[src/rtl/mem_stage.sv]
// Memory access stage: ALU results pass straight through, loads/stores run a
// registered request/ack handshake with upstream stall. Optional: LOAD_BYTE_EN.
module mem_stage (
  input  logic        clk,
  input  logic        reset,
  input  logic        valid_in,
  input  logic [31:0] alu_result_in,
  input  logic [31:0] store_data_in,
  input  logic        is_load_in,
  input  logic        is_store_in,
  input  logic        is_byte_in,
  input  logic        is_write_in,
  input  logic [3:0]  register_d_in,
  input  logic        mem_ack,
  input  logic [31:0] mem_rdata,
  output logic        mem_req,
  output logic        mem_we,
  output logic [31:0] mem_addr,
  output logic [31:0] mem_wdata,
  output logic [31:0] new_register_data_out,
  output logic        is_write_out,
  output logic [3:0]  register_d_out,
  output logic        stall_out
);

  typedef enum logic [1:0] {
    IDLE = 2'd0,
    WAIT = 2'd1,
    RESP = 2'd2
  } state_t;

  state_t      state;
  state_t      state_nxt;
  logic [31:0] load_data;
  logic        mem_op;
  logic        issue;
  logic        capture;

  assign mem_op  = valid_in & (is_load_in | is_store_in);
  assign issue   = (state == IDLE) & mem_op;
  assign capture = (state == WAIT) & mem_ack;

`ifdef LOAD_BYTE_EN
  logic [1:0] byte_sel;
  logic       byte_op;

  function automatic logic [31:0] extract_byte(input logic [31:0] word,
                                               input logic [1:0]  sel);
    logic [7:0] b;
    case (sel)
      2'd0:    b = word[7:0];
      2'd1:    b = word[15:8];
      2'd2:    b = word[23:16];
      default: b = word[31:24];
    endcase
    return {24'h000000, b};
  endfunction

  // Byte lane and size are latched with the request so the response does not
  // depend on upstream inputs held during the stall.
  always_ff @(posedge clk) begin
    if (issue) begin
      byte_sel <= alu_result_in[1:0];
      byte_op  <= is_byte_in & ~is_store_in;
    end
  end

  function automatic logic [31:0] load_value(input logic [31:0] word);
    return byte_op ? extract_byte(word, byte_sel) : word;
  endfunction
`else
  logic unused_byte;
  assign unused_byte = is_byte_in;

  function automatic logic [31:0] load_value(input logic [31:0] word);
    return word;
  endfunction
`endif

  always_ff @(posedge clk or posedge reset) begin
    if (reset) state <= IDLE;
    else       state <= state_nxt;
  end

  always_comb begin
    state_nxt = state;
    case (state)
      IDLE:    if (mem_op)  state_nxt = WAIT;
      WAIT:    if (mem_ack) state_nxt = RESP;
      RESP:    state_nxt = IDLE;
      default: state_nxt = IDLE;
    endcase
  end

  // Request registers: loaded on issue, held through WAIT, request dropped on ack.
  // mem_we stays valid into RESP and identifies a store there.
  always_ff @(posedge clk or posedge reset) begin
    if (reset) begin
      mem_req   <= 1'b0;
      mem_we    <= 1'b0;
      mem_addr  <= 32'h0;
      mem_wdata <= 32'h0;
      load_data <= 32'h0;
    end else begin
      if (issue) begin
        mem_req   <= 1'b1;
        mem_we    <= is_store_in;
        mem_addr  <= {alu_result_in[31:2], 2'b00};
        mem_wdata <= store_data_in;
      end else if (capture) begin
        mem_req   <= 1'b0;
      end
      if (capture) load_data <= load_value(mem_rdata);
    end
  end

  always_comb begin
    new_register_data_out = alu_result_in;
    is_write_out          = valid_in & is_write_in;
    register_d_out        = register_d_in;
    stall_out             = 1'b0;
    case (state)
      IDLE: begin
        if (mem_op) begin
          stall_out    = 1'b1;
          is_write_out = 1'b0;
        end
      end
      WAIT: begin
        stall_out    = 1'b1;
        is_write_out = 1'b0;
      end
      RESP: begin
        if (mem_we) begin
          is_write_out = 1'b0;
        end else begin
          new_register_data_out = load_data;
          is_write_out          = is_write_in;
        end
      end
      default: ;
    endcase
  end

endmodule

[config.mk]
export PLATFORM = sky130hd
export DESIGN_NAME = mem_stage
export DESIGN_NICKNAME = d
export VERILOG_FILES = /design/src/rtl/mem_stage.sv
export SDC_FILE = /design/constraint.sdc
export NUM_CORES = 1
export LEC_CHECK = 0
export BUFFER_PORTS_ARGS = -buffer_cell sky130_fd_sc_hd__buf_2
export CORE_UTILIZATION = 46
export CTS_CLUSTER_DIAMETER = 40
export DETAILED_ROUTE_END_ITERATION = 8
export MAX_ROUTING_LAYER = met4
export PLACE_DENSITY = 0.84
export SYNTH_ARGS = -nofsm -noshare
export SYNTH_HDL_FRONTEND = slang
export SYNTH_SLANG_ARGS = --single-unit
[constraint.sdc]
create_clock -name clk -period 3.95 [get_ports clk]
set_input_delay 0.5925 -clock clk [delete_from_list [all_inputs] [get_ports clk]]
set_output_delay 0.5925 -clock clk [all_outputs]
set_load 0.01 [all_outputs]
After elaboration in Yosys (flattened, before gate mapping)
Cells that the tools add are included.
- logic and storage cells: 30
- bits in registers: 98
- input bits: 108
- output and inout port bits: 104
- muxes and demuxes: 12
- bitwise gates (word level): 5
- reductions and logical operators: 3
- eq/ne operators: 4
- operators by type and width (kind ; number):
    32-bit 2-to-1 mux ; 2
    1-bit 2-to-1 mux ; 5
    1-bit AND ; 4
    2-bit 2-to-1 mux ; 2
    2-bit inequality test (second input constant) ; 2
    2-bit one-hot mux with 2 select lines ; 1
    1-bit one-hot mux with 3 select lines ; 1
    2-bit by 1-bit equality test with 1-bit output (second input constant) ; 1
    2-bit equality test (second input constant) ; 1
    2-bit logical NOT ; 1
    1-bit one-hot mux with 2 select lines ; 1
    2-bit AND reduction ; 1
    2-bit nonzero test ; 1
    1-bit bitwise OR ; 1

Logic depth before layout (Yosys ltp)
- word-level depth: 4
- mapped depth: 5
- depth with buffers taken out: 3

Least setup slack after synthesis
Ideal clock, no wire load.
- path type: flip-flop to output port
- start point: register mem_we
- end point: output port new_register_data_out[5]
- arrival: 1.287 ns
- setup slack: 2.071 ns
- path buffers: 2
- cell stages (with the launch flop): 6
- required time: 3.357 ns
- path through: dfrtp_1 > nor2_1 > and2_1 > buf_2 > buf_6 > mux2_1
- cells in the longest elaborated chain, start to end: 2
- ends and longest elaborated chain (element ; RTL line ; RTL):
    start: declaration ; 17 ; output logic mem_we,
    start signal: assignment ; 107 ; mem_we <= is_store_in;
    32-bit 2-to-1 mux ; 134 ; if (mem_we) begin
    32-bit 2-to-1 mux ; 122 ; case (state)
    end: declaration ; 20 ; output logic [31:0] new_register_data_out,
No other way between the ends.

Worst setup path after layout
- start point: register state[0]
- end point: output port new_register_data_out[12]
- cells in the longest elaborated chain, start to end: 2
- ends and longest elaborated chain (element ; RTL line ; RTL):
    start: declaration ; 32 ; state_t state;
    start signal: assignment ; 82 ; else state <= state_nxt;
    2-bit equality test ; 122 ;
    32-bit 2-to-1 mux ; 122 ;
No other way between the ends.

==> reports/qor.yml <==
worst_setup_path:
  cp_num_buf_inv: 2
  crit_family: "buffers and inverters"
  max_stage_delay_ns: 0.43
  reg2reg_from: "state[1]"
  crit_end: "new_register_data_out[12]"
  rrSetupSlack_ns: 1.87
  crit_path_start_kind: "flip-flop"
  worst-path-stages: 5
  rr_endpoint: "mem_addr[12]"
  cp.required_ns: 3.36
  startpoint: "state[0]"
  worstRegToRegCells: 4
  crit_path_end_kind: "output pin"
  crit_arrival_ns: 2.15
  crit_type: "reg2out"
  crit_fanout: 29
  path_cells: "nor2_1 -> and2_1 -> buf_4 -> mux2_2 -> buf_2"
  slowest_stage: "buf_4"
final_layout:
  fillers: 730
  drive_gt1_share_pct: 74.7
  finish.utilization_pct: 60.8
  final_common_cell: "buf_2"
  fin_cells: 595
  mostFrequentLayoutCells: "200 x buf_2, 98 x dfrtp_1, 67 x mux2_2"
  n_antenna_cell: 0
  nNetsFinal: 569
  syn_to_final_growth_pct: 28.2
clock_tree:
  cts.sinks: 98
  cts_resized: 0
  post_cts_buffers: 0
  htreeDepth: 3
  postCtsHoldBufs: 0
  cts_inserted_buffers: 9
  clkLatencyLatePin_ns: 0.36
  cts_tree: "yes"
  cts_root_buffer: "clkbuf_8"
  max-clock-path-buffers: 2
  clk_pin_slew_ns: 0.11
global_route:
  grt_pass1_vias: 3074
  grt_usage_pct: 20.3
  grt_pass1_wl_microns: 15100
  gr-total-overflow: 0
  antenna_found_initial: 0
  grt_max_degree: 60
routing:
  wl_met2_microns: 4770
  viasPerCell: 4.80
  routed.top_layer: "met4"
  wl_per_cell_microns: 16.1
  vias: 2858
  drt_iter0_drc: 36
  routed-wl-met3_microns: 502
  drtAntennaViolNets: 0
  drt-met1-wl_microns: 4180
  routed_wl_microns: 9580
  drt-pass1-iter-count: 4
  drc: 0
sta:
  slew-limit-headroom_pct: 50.9
  clock.fmax_mhz: 365
  period_needed_ns: 2.74
  tightest_slew_ns: 0.737
  setup_tns_ns: 0
  finalMaxSlewViolations: 0
  hold_viol_final: 0
  fin_crit_sh_pct: 69.4
  rsz0062_at_grt: "false"
  setup_viol: 0
  fin_skew_ns: 0.0164
power:
  internal_power_w: 0.00218
  swShare_pct: 29.9
  ir_drop_mv: 0.281
  clkPwrFrac_pct: 19.9
  pwr-share-comb_pct: 32.2
  pwr-share-seq_pct: 47.9
  power_switching_w: 0.000927
  power_leakage_nw: 2.83
  p_per_area_nw_per_um2: 552
floorplanning:
  initial_core_util_pct: 47.5
  die_height_microns: 99.7
  core_area_sq_um: 9240
  row_count: 35
  dieArea_sq_um: 9930
  die_width_microns: 99.7
  io_pins: 212
synthesis:
  ys_ff_latch: 98
  syn_inst: 264
  avgSynthCellArea_sq_um: 16.6
  seq_area_frac_synth_pct: 55.9
  yosys.area.top_type: "dfrtp_1"
  yosysWarningCount: 0
  synth_top_area_share_pct: 55.9
  synth_cell_types: 18
  yosys-top-cells-area: "dfrtp_1 56%, mux2_4 20%, mux2_2 17%, buf_6 2.6%, buf_4 1.0%"
  synth_area_sq_um: 4390
placement:
  hpwlAfterDp_microns: 6910
  dpl.cell_count: 579
  gp_congestion: 0.747
  io_buffers: 200
outcome:
  status: "finished, final reports clean"
flow_run:
  drv_cap: 0
worst_hold_path:
  holdCritPathClass: "in2async"
==> worst register-to-register path, stage by stage (launching register included) <==
cell and delay [ns]:
dfrtp_1 0.43, nor2_1 0.16, and3b_4 0.63, buf_12 0.38, mux2_4 0.36
==> stage by stage <==
step	worst slack [ns]	power [W]	area, sq um	hold WS (ns)
2_1_floorplan	0.795	0.00213	4390	0.461
3_3_place_gp	1.59	0.00246	5430	0.456
3_5_place_dp	1.57	0.00251	5430	0.486
4_1_cts	1.17	0.00314	5620	0.376
5_1_grt	1.04	0.00328	5620	0.419
6_report	1.21	0.00310	5620	0.369
==> cell families after synthesis <==
| logic type | count (synthesis) | synth area share, % |
|---|---|---|
| AOI/OAI and AO/OA | 5 | 0.685 |
| and+or+nand+nor | 9 | 1.11 |
| DFF | 98 | 55.9 |
| muxes | 128 | 37.9 |
| other | 1 | 0.0855 |
| buffers and inverters | 23 | 4.31 |
==> synth_stat cells (all sizes together) <==
cell type,number
inv,3
and3b,1
buf,20
and2,2
a21boi,1
dfrtp,98
nand3,1
a21oi,1
conb,1
mux2,128
nand3b,1
o21ai,2
nor2,4
a21o,1
==> sequential cells by signal, indices dropped and copies added (netlist names) <==
register,cells
load_data,32
mem_wdata,32
mem_addr,30
state,2
mem_req,1
mem_we,1
==> metal layers <==
layer	global-route usage [%]	vias up
met2	34.0	126
met4	7.58	0
li1	-	1311
met1	24.7	1407
met3	3.58	14
met5	-	-
==> worst min-delay path by stage <==
| stage | slack, ns | start | end |
|---|---|---|---|
| floorplan | 0.46 | state[1] | state[0] |
| global placement | 0.46 | mem_req | mem_req |
| detailed placement | 0.49 | mem_req | mem_req |
| CTS | 0.38 | reset | mem_wdata[21] |
| global route | 0.42 | reset | mem_addr[26] |
| finish | 0.37 | reset | mem_wdata[21] |
==> cell type report <==
cell class	instances	area (sq um)	area share, %
Timing Repair Buffer	205	1050	18.7
Tap cell	129	161	2.87
Clock inverter	4	35.0	0.623
Sequential cell	98	2450	43.6
Inverter	3	13.8	0.245
Clock buffer	12	155	2.76
Multi-Input combinational cell	144	1750	31.2
==> power groups by stage <==
stage                     Sequential (W)  Combinational [W]  Clock [W]
after floorplan                  0.00157           0.000565          0
after global placement           0.00148           0.000981          0
after detailed placement         0.00150            0.00101          0
after CTS                        0.00149            0.00101   0.000638
after global routing             0.00152            0.00108   0.000677
final                            0.00149            0.00100   0.000618
No activity file was read; power rests on OpenSTA's default activity.
